**src/rtl/tournament_pkg.sv**
```systemverilog
// Shared widths, types and the chooser counter update rule for the tournament
// predictor chooser table controller.
package tournament_pkg;

  localparam int IDX_W = 8;
  localparam int CTR_W = 2;
  localparam logic [CTR_W-1:0] INIT_VAL = 2'b01;

  typedef logic [CTR_W-1:0] ctr_t;

  typedef enum logic {
    ST_INIT = 1'b0,
    ST_RUN  = 1'b1
  } state_e;

  // Saturating 2-bit chooser: move toward global when only global was right,
  // toward local when only local was right, otherwise hold.
  function automatic ctr_t chooser_next(input ctr_t old, input logic local_ok,
                                        input logic global_ok);
    ctr_t nxt;
    nxt = old;
    if (global_ok && !local_ok && (old != 2'b11)) nxt = old + 2'b01;
    else if (local_ok && !global_ok && (old != 2'b00)) nxt = old - 2'b01;
    return nxt;
  endfunction

endpackage

```
**src/rtl/tournament_chooser_ctrl.sv**
```systemverilog
// Chooser table controller: init sweep of the SRAM macro, fetch lookups and
// read-modify-write counter updates with bypass of the same-edge write hazard.
module tournament_chooser_ctrl #(
  parameter int IDX_W = tournament_pkg::IDX_W,
  parameter int CTR_W = tournament_pkg::CTR_W,
  parameter logic [CTR_W-1:0] INIT_VAL = tournament_pkg::INIT_VAL
) (
  input  logic             clk,
  input  logic             rst,
  output logic             init_done,
  input  logic             lkup_valid,
  input  logic [IDX_W-1:0] lkup_idx,
  output logic             lkup_ready,
  output logic             resp_valid,
  output logic [CTR_W-1:0] resp_ctr,
  output logic             resp_use_global,
  input  logic             upd_valid,
  input  logic [IDX_W-1:0] upd_idx,
  input  logic             upd_local_ok,
  input  logic             upd_global_ok,
  output logic             upd_ready,
  output logic             sram_csb0,
  output logic [IDX_W-1:0] sram_addr0,
  output logic [CTR_W-1:0] sram_din0,
  output logic             sram_csb1,
  output logic [IDX_W-1:0] sram_addr1,
  input  logic [CTR_W-1:0] sram_dout1
);
  import tournament_pkg::*;

  state_e           state_q, state_d;
  logic [IDX_W-1:0] sweep_q, sweep_d;
  logic             init_done_q, init_done_d;
  logic             resp_valid_q, resp_valid_d;
  logic             s2_valid_q, s2_valid_d;
  logic [IDX_W-1:0] s2_idx_q, s2_idx_d;
  logic             s2_local_q, s2_local_d;
  logic             s2_global_q, s2_global_d;
  logic             byp_valid_q, byp_valid_d;
  logic [IDX_W-1:0] byp_idx_q, byp_idx_d;
  logic [CTR_W-1:0] byp_data_q, byp_data_d;
  logic [IDX_W-1:0] rd_idx_q, rd_idx_d;

  logic             lkup_fire, upd_fire, rd_en, wr_en;
  logic [IDX_W-1:0] rd_idx, wr_idx;
  logic [CTR_W-1:0] rd_data, wr_data, s2_new;

  always_comb begin
    lkup_fire = lkup_valid && init_done_q && !rst;
    upd_fire  = upd_valid && init_done_q && !lkup_valid && !rst;
    rd_en     = lkup_fire || upd_fire;
    rd_idx    = lkup_fire ? lkup_idx : upd_idx;

    // The macro returns pre-write data when read and write share an edge.
    rd_data = (byp_valid_q && (byp_idx_q == rd_idx_q)) ? byp_data_q : sram_dout1;
    s2_new  = chooser_next(rd_data, s2_local_q, s2_global_q);

    wr_en   = 1'b0;
    wr_idx  = '0;
    wr_data = '0;
    if (state_q == ST_INIT) begin
      wr_en   = 1'b1;
      wr_idx  = sweep_q;
      wr_data = INIT_VAL;
    end else if (s2_valid_q && (s2_new != rd_data)) begin
      wr_en   = 1'b1;
      wr_idx  = s2_idx_q;
      wr_data = s2_new;
    end
    if (rst) begin
      wr_en   = 1'b0;
      wr_idx  = '0;
      wr_data = '0;
    end

    state_d     = state_q;
    sweep_d     = sweep_q;
    init_done_d = init_done_q;
    if (state_q == ST_INIT) begin
      sweep_d = sweep_q + 1'b1;
      if (&sweep_q) begin
        state_d     = ST_RUN;
        init_done_d = 1'b1;
      end
    end

    resp_valid_d = lkup_fire;
    s2_valid_d   = upd_fire;
    s2_idx_d     = upd_idx;
    s2_local_d   = upd_local_ok;
    s2_global_d  = upd_global_ok;
    byp_valid_d  = wr_en;
    byp_idx_d    = wr_idx;
    byp_data_d   = wr_data;
    rd_idx_d     = rd_idx;
  end

  always_ff @(posedge clk) begin
    if (rst) begin
      state_q      <= ST_INIT;
      sweep_q      <= '0;
      init_done_q  <= 1'b0;
      resp_valid_q <= 1'b0;
      s2_valid_q   <= 1'b0;
      s2_idx_q     <= '0;
      s2_local_q   <= 1'b0;
      s2_global_q  <= 1'b0;
      byp_valid_q  <= 1'b0;
      byp_idx_q    <= '0;
      byp_data_q   <= '0;
      rd_idx_q     <= '0;
    end else begin
      state_q      <= state_d;
      sweep_q      <= sweep_d;
      init_done_q  <= init_done_d;
      resp_valid_q <= resp_valid_d;
      s2_valid_q   <= s2_valid_d;
      s2_idx_q     <= s2_idx_d;
      s2_local_q   <= s2_local_d;
      s2_global_q  <= s2_global_d;
      byp_valid_q  <= byp_valid_d;
      byp_idx_q    <= byp_idx_d;
      byp_data_q   <= byp_data_d;
      rd_idx_q     <= rd_idx_d;
    end
  end

  assign init_done       = init_done_q;
  assign lkup_ready      = init_done_q;
  assign upd_ready       = init_done_q && !lkup_valid;
  assign resp_valid      = resp_valid_q && !rst;
  assign resp_ctr        = resp_valid ? rd_data : '0;
  assign resp_use_global = resp_ctr[CTR_W-1];

  assign sram_csb0  = !wr_en;
  assign sram_addr0 = wr_idx;
  assign sram_din0  = wr_data;
  assign sram_csb1  = !rd_en;
  assign sram_addr1 = rd_en ? rd_idx : '0;

endmodule

```
**config.mk**
```make
export PLATFORM = sky130hd
export DESIGN_NAME = tournament_chooser_ctrl
export DESIGN_NICKNAME = d
export VERILOG_FILES = /design/src/rtl/tournament_pkg.sv /design/src/rtl/tournament_chooser_ctrl.sv
export SDC_FILE = /design/constraint.sdc
export NUM_CORES = 1
export LEC_CHECK = 0
export BUFFER_PORTS_ARGS = -buffer_cell sky130_fd_sc_hd__buf_4
export CORE_ASPECT_RATIO = 0.8
export CORE_MARGIN = 4
export CORE_UTILIZATION = 46
export DETAILED_ROUTE_END_ITERATION = 6
export PLACE_DENSITY = 0.79
export REMOVE_ABC_BUFFERS = 1
export SLEW_MARGIN = 30
export SYNTH_ARGS = -nofsm -noshare
export SYNTH_HDL_FRONTEND = slang
export SYNTH_SLANG_ARGS = --single-unit
```
**constraint.sdc**
```tcl
create_clock -name clk -period 2.9 [get_ports clk]
set_clock_uncertainty 0.05 [all_clocks]
set_input_delay 0.435 -clock clk [delete_from_list [all_inputs] [get_ports clk]]
set_output_delay 0.435 -clock clk [all_outputs]
set_load 0.005 [all_outputs]
```
==> summary.txt, run 1 <==
Setup path
  • Arr. time, crit path: 2.93 ns
  • Critical Path Sink Type: output port
  • WP data required: 2.41 ns
  • CP Launch Type: flop
  • Worst Setup Path Type: reg2out
  • Crit-path max FO: 8

Synthesis
  • Asr flop ratio synth: 0%
  • Mapped Area: 1876 um2
  • Average cell area after synthesis: 8.564 um2
  • Register area share after synthesis: 43.76%
  • Syn Inst Count: 219
  • Synth Flop Type: dfxtp_1
  • Synth Register Bits: 41
  • Post-synth EDFFs: 0
  • Synth cell types: 40
  • Yosys synthesis warning count: 0

Clock tree
  • CTS tree: built
  • Max clock buf depth: 2
  • Clk sinks: 41
  • Worst skew pair latency: 0.29 ns
  • Worst-path clk slew: 0.08 ns
  • Root Buffer: clkbuf_8
  • Htree depth: 2
  • TritonCTS Buffers: 5

Timing
  • Min Tclk post-route: 3.420 ns
  • RSZ-0062 raised after global routing: true
  • Worst rel slew slack: 71.25%
  • Final Max Slew Viols: 0
  • Setup violators final: 11
  • Worst-margin pin slew: 0.4312 ns
  • Worst setup margin: -0.5200 ns
  • Post-route clock period utilization: 117.9%
  • WHS: 0.3048 ns
  • Fmax: 0.2924 GHz
  • Fin. Hold Viols: 0

Pwr
  • PwrDens: 425.5 nW/um2
  • Clk pwr share: 34.2%
  • Switching share of power: 24.03%
  • Seq pwr share: 53.8%
  • Pwr Total: 1.112 mW
  • Sw Pwr: 0.2672 mW
  • Int Pwr: 0.8450 mW
  • Largest vdd supply drop: 0.0002240 V
  • Combinational share of power: 12.1%
  • Static Leak: 1.088 nW

Final layout
  • # fillers: 326
  • Proportion of layout cells with a drive suffix above 1: 34.64%
  • P&R area growth vs syn: 39.36%
  • Final Util: 67.82%
  • Final #Nets: 306
  • Antenna diode count: 0

Flow run
  • Max cap viols: 0

Placed design
  • Detail Placement HPWL: 3353 um
  • IO Port Bufs: 50
  • RePlAce Congestion: 0.7700

Die
  • Core Region: 3854 um2
  • Die Height: 65.11 um
  • Row cnt: 20
  • Initial core utilization: 48.67%
  • DIE AREA: 5169 um2
  • Ports: 51
  • Die Width: 79.39 um

Detailed routing
  • Antenna viol nets, final: 0
  • Total wire length: 4898 um
  • Routed wire per std cell: 14.62 um
  • Initial DRC Count: 150
  • Pre-Repair DR Iteration Count: 4
  • # DRC: 0
  • Via count: 1,776
  • Vias/cell: 5.301

Global routing
  • GR Util All Layers: 19.71%
  • Vias in the first global route: 1,605
  • First-pass GRT wire length: 7803 um
  • Grt total ovfl: 0
  • Largest net degree at the start of global routing: 30
  • Initial antenna violation count: 0

Outcome
  • Violated checks: negative setup slack
  • Outcome: complete, but fails checks

Hold path
  • Hold crit path type: in2reg
metal layers:
metal	global-route usage [%]	vias to the layer above	routed length [um]	part of all wire, %
met5	0	-	0	0
met4	6.009	0	70	1.4
met3	5.616	8	336	6.9
met2	29.62	62	2191	45
met1	27.44	835	2299	47
li1	-	871	-	-
Yosys cell counts, drive strengths merged, types with 2 or more instances:
master  count  area share, %
nand4       3            1.0
inv         9            1.8
xnor2      13            6.9
o22ai       3            1.0
o31ai       2           0.80
nand4b      2           0.93
nand3       4            1.1
o32ai      14            6.5
dfxtp      41             44
a31oi       4            1.3
or3         2           0.67
nor2b      15            5.0
nor2       12            2.4
nand2      47            9.5
o21ai       2           0.53
buf         7            2.4
ha          2            1.3
and2        2           0.67
clkbuf      7            1.4
xor2        2           0.93
a21oi      11            2.9
worst paths after layout:
kind | start | to | slack [ns] | depth (start not counted)
hold reg to reg | s2_idx_q[1] | byp_idx_q[1] | 0.45 | 2
setup reg to reg | rd_idx_q[0] | byp_idx_q[6] | 0.13 | 13
setup / recovery | rd_idx_q[0] | sram_addr0[3] | -0.52 | 12
hold / removal | upd_local_ok | s2_local_q | 0.30 | 2
sequential cells by signal, indices dropped and copies added, names as in the netlist:
signal,cells
byp_valid_q,1
s2_local_q,1
rd_idx_q,8
sweep_q,8
resp_valid_q,1
init_done,1
s2_valid_q,1
state_q,1
s2_idx_q,8
byp_idx_q,8
byp_data_q,2
s2_global_q,1
power groups by stage:
| stage | registers [mW] | clock network, mW | logic, mW |
|---|---|---|---|
| 6_report | 0.598 | 0.380 | 0.134 |
| 5_1_grt | 0.600 | 0.422 | 0.147 |
| 4_1_cts | 0.597 | 0.390 | 0.124 |
| 3_5_place_dp | 0.609 | 0 | 0.114 |
| 3_3_place_gp | 0.608 | 0 | 0.112 |
| 2_1_floorplan | 0.606 | 0 | 0.0554 |
what timing repair did:
| item | 4_1_cts | 5_1_grt |
|---|---|---|
| setup endpoints to repair | 11 | 14 |
| setup buffers | 3 | 1 |
| hold endpoints to repair | 0 | 0 |
| gates resized for setup | 16 | 9 |
| pin swaps | 7 | 3 |
| hold buffers | 0 | 0 |
kinds of logic after synthesis:
logic type	count (synthesis)	synth area share, %
buffers and inverters	24	5.804
multiplexers	2	1.134
XOR/XNOR	15	7.805
adder cells (fa/ha/maj)	2	1.334
flip-flops	41	43.76
AND/OR/NAND/NOR	96	25.48
AO/OA/AOI/OAI	39	14.68
critical path, stage by stage (launching register included):
cell and delay (ns):
dfxtp_1 0.33, xnor2_2 0.19, nand4_1 0.21, or3_4 0.40, o22ai_4 0.13, ha_4 0.18
nor3b_4 0.05, a21oi_2 0.10, or4b_4 0.48, o211ai_4 0.14, buf_6 0.18, o32ai_1 0.10
buf_4 0.16
cell usage in the layout, fill, tap and decap left out, types with 3 or more instances in the layout:
master    synthesis  layout
a21oi_1          11      10
a31oi_1           4       4
buf_4             3      64
buf_6             1       4
clkbuf_8          0       6
dfxtp_1          41      40
inv_1             9       9
nand2_1          46      46
nand3_1           4       4
nand4_1           3       3
nor2_1           12      12
nor2b_1          15      15
o32ai_1          14      11
o32ai_2           0       3
xnor2_1          11       8
xnor2_2           2       5
metrics by stage:
step	cell area [um2]	cells	TNS [ns]	setup WS, ns
after global placement	2354	324	-1.846	-0.2114
final	2614	335	-4.889	-0.5200
after CTS	2547	334	-4.371	-0.4491
after global routing	2614	335	-6.183	-0.6336
after floorplan	1804	205	-1.150	-0.2223
after detailed placement	2354	324	-2.401	-0.2855
cell type report:
| type | count | area [um2] | share of cell area (%) |
|---|---|---|---|
| multi-input cells | 154 | 1070 | 40.93 |
| clock buffers | 6 | 82.58 | 3.159 |
| repair buffers | 68 | 525.5 | 20.11 |
| inverters | 10 | 37.54 | 1.436 |
| flip-flops and latches | 41 | 822.0 | 31.45 |
| well taps | 55 | 68.82 | 2.633 |
| clock inverters | 1 | 7.507 | 0.2872 |
Power figures use the tool's default switching activity.
==> run 2: changes to the inputs <==
--- a/config.mk
+++ b/config.mk
@@ -14,2 +14,3 @@
 export REMOVE_ABC_BUFFERS = 1
+export SKIP_CTS_REPAIR_TIMING = 1
 export SLEW_MARGIN = 30
==> constraint.sdc (replaced) <==
create_clock -name clk -period 2.9 [get_ports clk]
set_clock_uncertainty 0.05 [all_clocks]
set_input_delay 0.58 -clock clk [delete_from_list [all_inputs] [get_ports clk]]
set_output_delay 0.58 -clock clk [all_outputs]
set_load 0.005 [all_outputs]
==> summary.txt, run 2 (synthesis gave the netlist of run 1 again) <==
Outcome
  • Outcome: complete, but fails checks
  • Violated checks: negative setup slack

Setup path
  • Worst Setup Path Type: reg2out
  • Critical Path Sink Type: output port
  • WP data required: 2.27 ns (-0.14 ns)
  • Crit-path max FO: 5 (-3)
  • Arr. time, crit path: 2.92 ns (about the same)
  • CP Launch Type: flop

Clock tree
  • CTS tree: built
  • Clk sinks: 41 (unchanged)
  • Root Buffer: clkbuf_8
  • TritonCTS Buffers: 5 (unchanged)
  • Worst skew pair latency: 0.29 ns (about the same)
  • Htree depth: 2 (unchanged)
  • Max clock buf depth: 2 (unchanged)
  • Worst-path clk slew: 0.09 ns (about the same)

Timing
  • Fin. Hold Viols: 0 (unchanged)
  • Worst rel slew slack: 63.97% (-7.3 points)
  • RSZ-0062 raised after global routing: true
  • Min Tclk post-route: 3.548 ns (+0.1278 ns)
  • Fmax: 0.2819 GHz (-3.6%)
  • Post-route clock period utilization: 122.3% (+4.4 points)
  • Worst-margin pin slew: 0.5398 ns (+0.1085 ns)
  • Worst setup margin: -0.6478 ns (-0.1278 ns)
  • Final Max Slew Viols: 0 (unchanged)
  • Setup violators final: 11 (unchanged)

Pwr
  • PwrDens: 420.9 nW/um2 (-1.1%)
  • Largest vdd supply drop: 0.0003042 V (+36%)
  • Pwr Total: 1.112 mW (about the same)
  • Static Leak: 1.099 nW (+1.0%)

Placed design
  • Area of placed instances: 2384 um2 (+1.3%)
  • IO Port Bufs: 50 (unchanged)
  • Detail Placement HPWL: 3552 um (+5.9%)
  • RePlAce Congestion: 0.8058 (+4.6%)
  • Pre-CTS WS: -0.4687 ns (-0.1832 ns)

Final layout
  • P&R area growth vs syn: 40.89%
  • Final #Nets: 309 (+0.98%)
  • Design area: 2643 um2 (+1.1%)
  • # fillers: 324 (-0.61%)
  • Multi-input combinational cell area: 1080 um2 (+0.94%)
  • Proportion of layout cells with a drive suffix above 1: 36.62% (+2.0 points)
  • Most frequent cells in the layout: buf_4, nand2_1, dfxtp_1
  • Total area of sequential cells: 824.5 um2 (+0.30%)
  • Most common cell after layout, fill and taps aside: buf_4
  • Antenna diode count: 0 (unchanged)

Global routing
  • Vias in the first global route: 1,701 (+6.0%)
  • Initial antenna violation count: 0 (unchanged)
  • Grt total ovfl: 0 (unchanged)
  • First-pass GRT wire length: 7928 um (+1.6%)
  • Largest net degree at the start of global routing: 28 (-6.7%)
  • GR Util All Layers: 19.85% (+0.14 points)

Die
  • Ports: 51 (unchanged)
  • Initial core utilization: 48.67% (unchanged)
  • Row cnt: 20 (unchanged)
  • DIE AREA: 5169 um2 (unchanged)
  • Core Region: 3854 um2 (unchanged)
  • Die Width: 79.39 um (unchanged)
  • Die Height: 65.11 um (unchanged)

Detailed routing
  • Initial DRC Count: 99 (-34%)
  • Routed wire per std cell: 14.40 um (-1.5%)
  • # DRC: 0 (unchanged)
  • Vias/cell: 5.245 (-1.1%)
  • Pre-Repair DR Iteration Count: 4 (unchanged)
  • Total wire length: 4880 um (-0.37%)
  • Antenna viol nets, final: 0 (unchanged)
  • Via count: 1,778 (+0.11%)

Flow run
  • Max cap viols: 0 (unchanged)

Hold path
  • Hold crit path type: reg2reg
run 2: cell count changes in the layout (fill, tap and decap cells not counted), moves of 2 or more:
cell / before / now
buf_4: 64 / 67
dfxtp_1: 40 / 38
dfxtp_2: 1 / 3
o32ai_1: 11 / 9
run 2: final cells by class:
cell class / count / area share (%)
inverter: 10 / 1.420
timing repair buffer: 71 / 20.50
clock buffer: 5 / 2.604
tap: 55 / 2.604
multi-input combinational: 154 / 40.86
clock inverter: 3 / 0.8049
sequential: 41 / 31.20
run 2: worst max-delay path, cell delays in order, from the launching register on:
cell      delay [ns]
dfxtp_2         0.33
xnor2_2         0.18
nand4_1         0.19
or3_4           0.39
o22ai_4         0.14
ha_4            0.18
nor3b_4         0.05
a21oi_2         0.11
or4b_4          0.48
o211ai_4        0.14
buf_6           0.17
o32ai_1         0.10
buf_4           0.17
run 2: final timing paths:
path / from / to / slack (ns) / depth (start not counted)
worst min register to register: s2_idx_q[6] / byp_idx_q[6] / 0.45 / 2
worst max-delay path: rd_idx_q[4] / sram_addr0[7] / -0.65 / 12
worst min-delay path: s2_idx_q[6] / byp_idx_q[6] / 0.45 / 2
worst max register to register: rd_idx_q[4] / byp_idx_q[1] / 0.02 / 13
run 2: metal layers:
layer | wire [um] | vias up | part of all wire [%] | global-route usage, %
met3 | 376 | 7 | 7.7 | 6.301
met5 | 0 | - | 0 | 0
met1 | 2222 | 825 | 46 | 26.03
li1 | - | 880 | - | -
met2 | 2202 | 66 | 45 | 30.15
met4 | 78 | 0 | 1.6 | 8.369
run 2: where the power goes:
part           switching, mW  internal, mW
logic                 0.0623        0.0751
clock network          0.206         0.171
registers             0.0140         0.584
run 2: per-stage QoR:
step	util, %	setup TNS, ns	instances	hold WS, ns
after floorplan	-	-2.600	205	0.3971
after global placement	61.85	-3.161	328	0.4165
after detailed placement	61.85	-4.331	328	0.4169
after CTS	64.19	-8.158	336	0.4454
after global routing	68.57	-8.086	339	0.4382
final	68.57	-6.294	339	0.4465
==> run 3: changes to the inputs <==
Settings changed: SKIP_CTS_REPAIR_TIMING 1 to not set.
==> summary.txt, run 3 (synthesis gave the netlist of run 1 again) <==
Clock tree
  • TritonCTS Buffers: 5 (unchanged)
  • Htree depth: 2 (unchanged)
  • Root Buffer: clkbuf_8
  • Max clock buf depth: 2 (unchanged)
  • Worst skew pair latency: 0.30 ns (about the same)
  • Worst-path clk slew: 0.08 ns (about the same)
  • CTS tree: built
  • Clk sinks: 41 (unchanged)

Detailed routing
  • Pre-Repair DR Iteration Count: 4 (unchanged)
  • Vias/cell: 5.311 (+1.3%)
  • Antenna viol nets, final: 0 (unchanged)
  • # DRC: 0 (unchanged)
  • Via count: 1,859 (+4.6%)
  • Total wire length: 5542 um (+14%)
  • Routed wire per std cell: 15.83 um (+10%)
  • Initial DRC Count: 102 (+3.0%)

Global routing
  • Largest net degree at the start of global routing: 28 (unchanged)
  • Initial antenna violation count: 0 (unchanged)
  • GR Util All Layers: 21.90% (+2.1 points)
  • Grt total ovfl: 0 (unchanged)
  • First-pass GRT wire length: 8756 um (+10%)
  • Vias in the first global route: 1,859 (+9.3%)

Timing
  • RSZ-0062 raised after global routing: true
  • Worst rel slew slack: 62.60% (-1.4 points)
  • Fmax: 0.2792 GHz (-0.96%)
  • Min Tclk post-route: 3.582 ns (+0.03426 ns)
  • Setup violators final: 13 (+2)
  • Fin. Hold Viols: 0 (unchanged)
  • Post-route clock period utilization: 123.5% (+1.2 points)
  • Worst setup margin: -0.6821 ns (-0.03426 ns)
  • Final Max Slew Viols: 0 (unchanged)
  • Worst-margin pin slew: 0.5603 ns (+0.02051 ns)
  • Setup TNS Final: -7.031 ns (-0.7373 ns)
  • WHS: 0.4374 ns (-0.009144 ns)

Pwr
  • Pwr Total: 1.148 mW (+3.2%)
  • PwrDens: 408.9 nW/um2 (-2.9%)
  • Static Leak: 1.177 nW (+7.1%)
  • Largest vdd supply drop: 0.0002376 V (-22%)

Final layout
  • Final Util: 72.86% (+4.3 points)
  • P&R area growth vs syn: 49.70%
  • Antenna diode count: 0 (unchanged)
  • # fillers: 300 (-7.4%)
  • Post-route insts no fill: 350 (+3.2%)
  • Final #Nets: 320 (+3.6%)
  • Design area: 2808 um2 (+6.3%)
  • Most common cell after layout, fill and taps aside: buf_4
  • Most frequent cells in the layout: buf_4, nand2_1, dfxtp_1
  • Proportion of layout cells with a drive suffix above 1: 41.36% (+4.7 points)

Setup path
  • Crit-path max FO: 4 (-1)
  • Worst Reg-to-Reg Cells: 14 (+1)
  • R2r startpoint: byp_idx_q[0]
  • Crit-path slowest cell: mux2_4
  • Worst Setup Path Type: reg2out
  • Critical Path Max Stage Delay: 0.35 ns (-0.13 ns)
  • FF-to-FF setup slack: -0.09 ns (-0.11 ns)
  • R2R Path End: byp_idx_q[6]
  • Critical Path Sink Type: output port
  • Crit path top cell by count: buf_4
  • Arr. time, crit path: 2.95 ns (+0.03 ns)
  • Worst setup path end: sram_addr0[6]
  • CP Cell Sequence: xnor2_2 > nand4_1 > buf_4 > nor4_4 > mux2_4 > ha_4 > nor3b_4 > a21oi_2 > or4b_4 > o211ai_4 > o31ai_2 > buf_4
  • Critical Path Start: byp_idx_q[0]
  • CP Launch Type: flop
  • WP data required: 2.27 ns (about the same)

Die
  • Die Width: 79.39 um (unchanged)
  • Die Height: 65.11 um (unchanged)
  • Row cnt: 20 (unchanged)
  • Initial core utilization: 48.67% (unchanged)
  • Core Region: 3854 um2 (unchanged)
  • Ports: 51 (unchanged)
  • DIE AREA: 5169 um2 (unchanged)

Hold path
  • Hold path start: upd_local_ok
  • Hold crit path type: in2reg

Placed design
  • Placed Cells: 328 (unchanged)
  • Detail Placement HPWL: 3552 um (unchanged)
  • IO Port Bufs: 50 (unchanged)
  • Pre-CTS WS: -0.4687 ns (unchanged)
  • RePlAce Congestion: 0.8058 (unchanged)
  • Area of placed instances: 2384 um2 (unchanged)

Outcome
  • Violated checks: negative setup slack
  • Outcome: complete, but fails checks

Flow run
  • Max cap viols: 0 (unchanged)
[run 3: cell type report]
type / count / area [um2] / share of cell area, %
multi-input combinational: 154 / 1137 / 40.51
inverter: 10 / 37.54 / 1.337
tap: 55 / 68.82 / 2.451
timing repair buffer: 82 / 649.4 / 23.13
clock inverter: 3 / 21.27 / 0.7576
sequential: 41 / 824.5 / 29.37
clock buffer: 5 / 68.82 / 2.451
[run 3: layer usage]
layer	up-vias	global-route usage, %	routed length [um]
li1	898	-	-
met1	884	28.42	2387
met2	70	35.71	2693
met3	7	5.479	389
met4	0	7.296	72
met5	-	0	0
[run 3: critical path: cells and delay by family (launching register included)]
family	cells	cell delay, ns
xor gates and xnor gates	1	0.21
adders and majority gates	1	0.17
AOI/OAI and AO/OA	3	0.45
and+or+nand+nor	4	0.80
buffers and inverters	2	0.33
DFF	1	0.34
muxes	1	0.35
[run 3: where the power goes]
| part | leakage (nW) | internal, mW | switching [mW] |
|---|---|---|---|
| combinational | 0.795 | 0.0908 | 0.0726 |
| sequential | 0.338 | 0.584 | 0.0148 |
| clock | 0.0445 | 0.171 | 0.215 |
[run 3: what timing repair did]
| action | CTS | global route |
|---|---|---|
| gates cloned | 1 | 0 |
| endpoints found under the setup margin | 12 | 20 |
| setup buffers | 15 | 3 |
| hold buffers | 0 | 0 |
| gates resized for setup | 29 | 14 |
| pin swaps | 14 | 7 |
[run 3: how the worst min path moves through the flow]
stage | end | slack, ns | cells past startpoint
floorplan | byp_idx_q[0] | 0.40 | 2
global placement | byp_idx_q[7] | 0.42 | 2
detailed placement | byp_idx_q[3] | 0.42 | 2
CTS | s2_local_q | 0.45 | 2
global route | s2_local_q | 0.44 | 2
finish | s2_local_q | 0.44 | 2
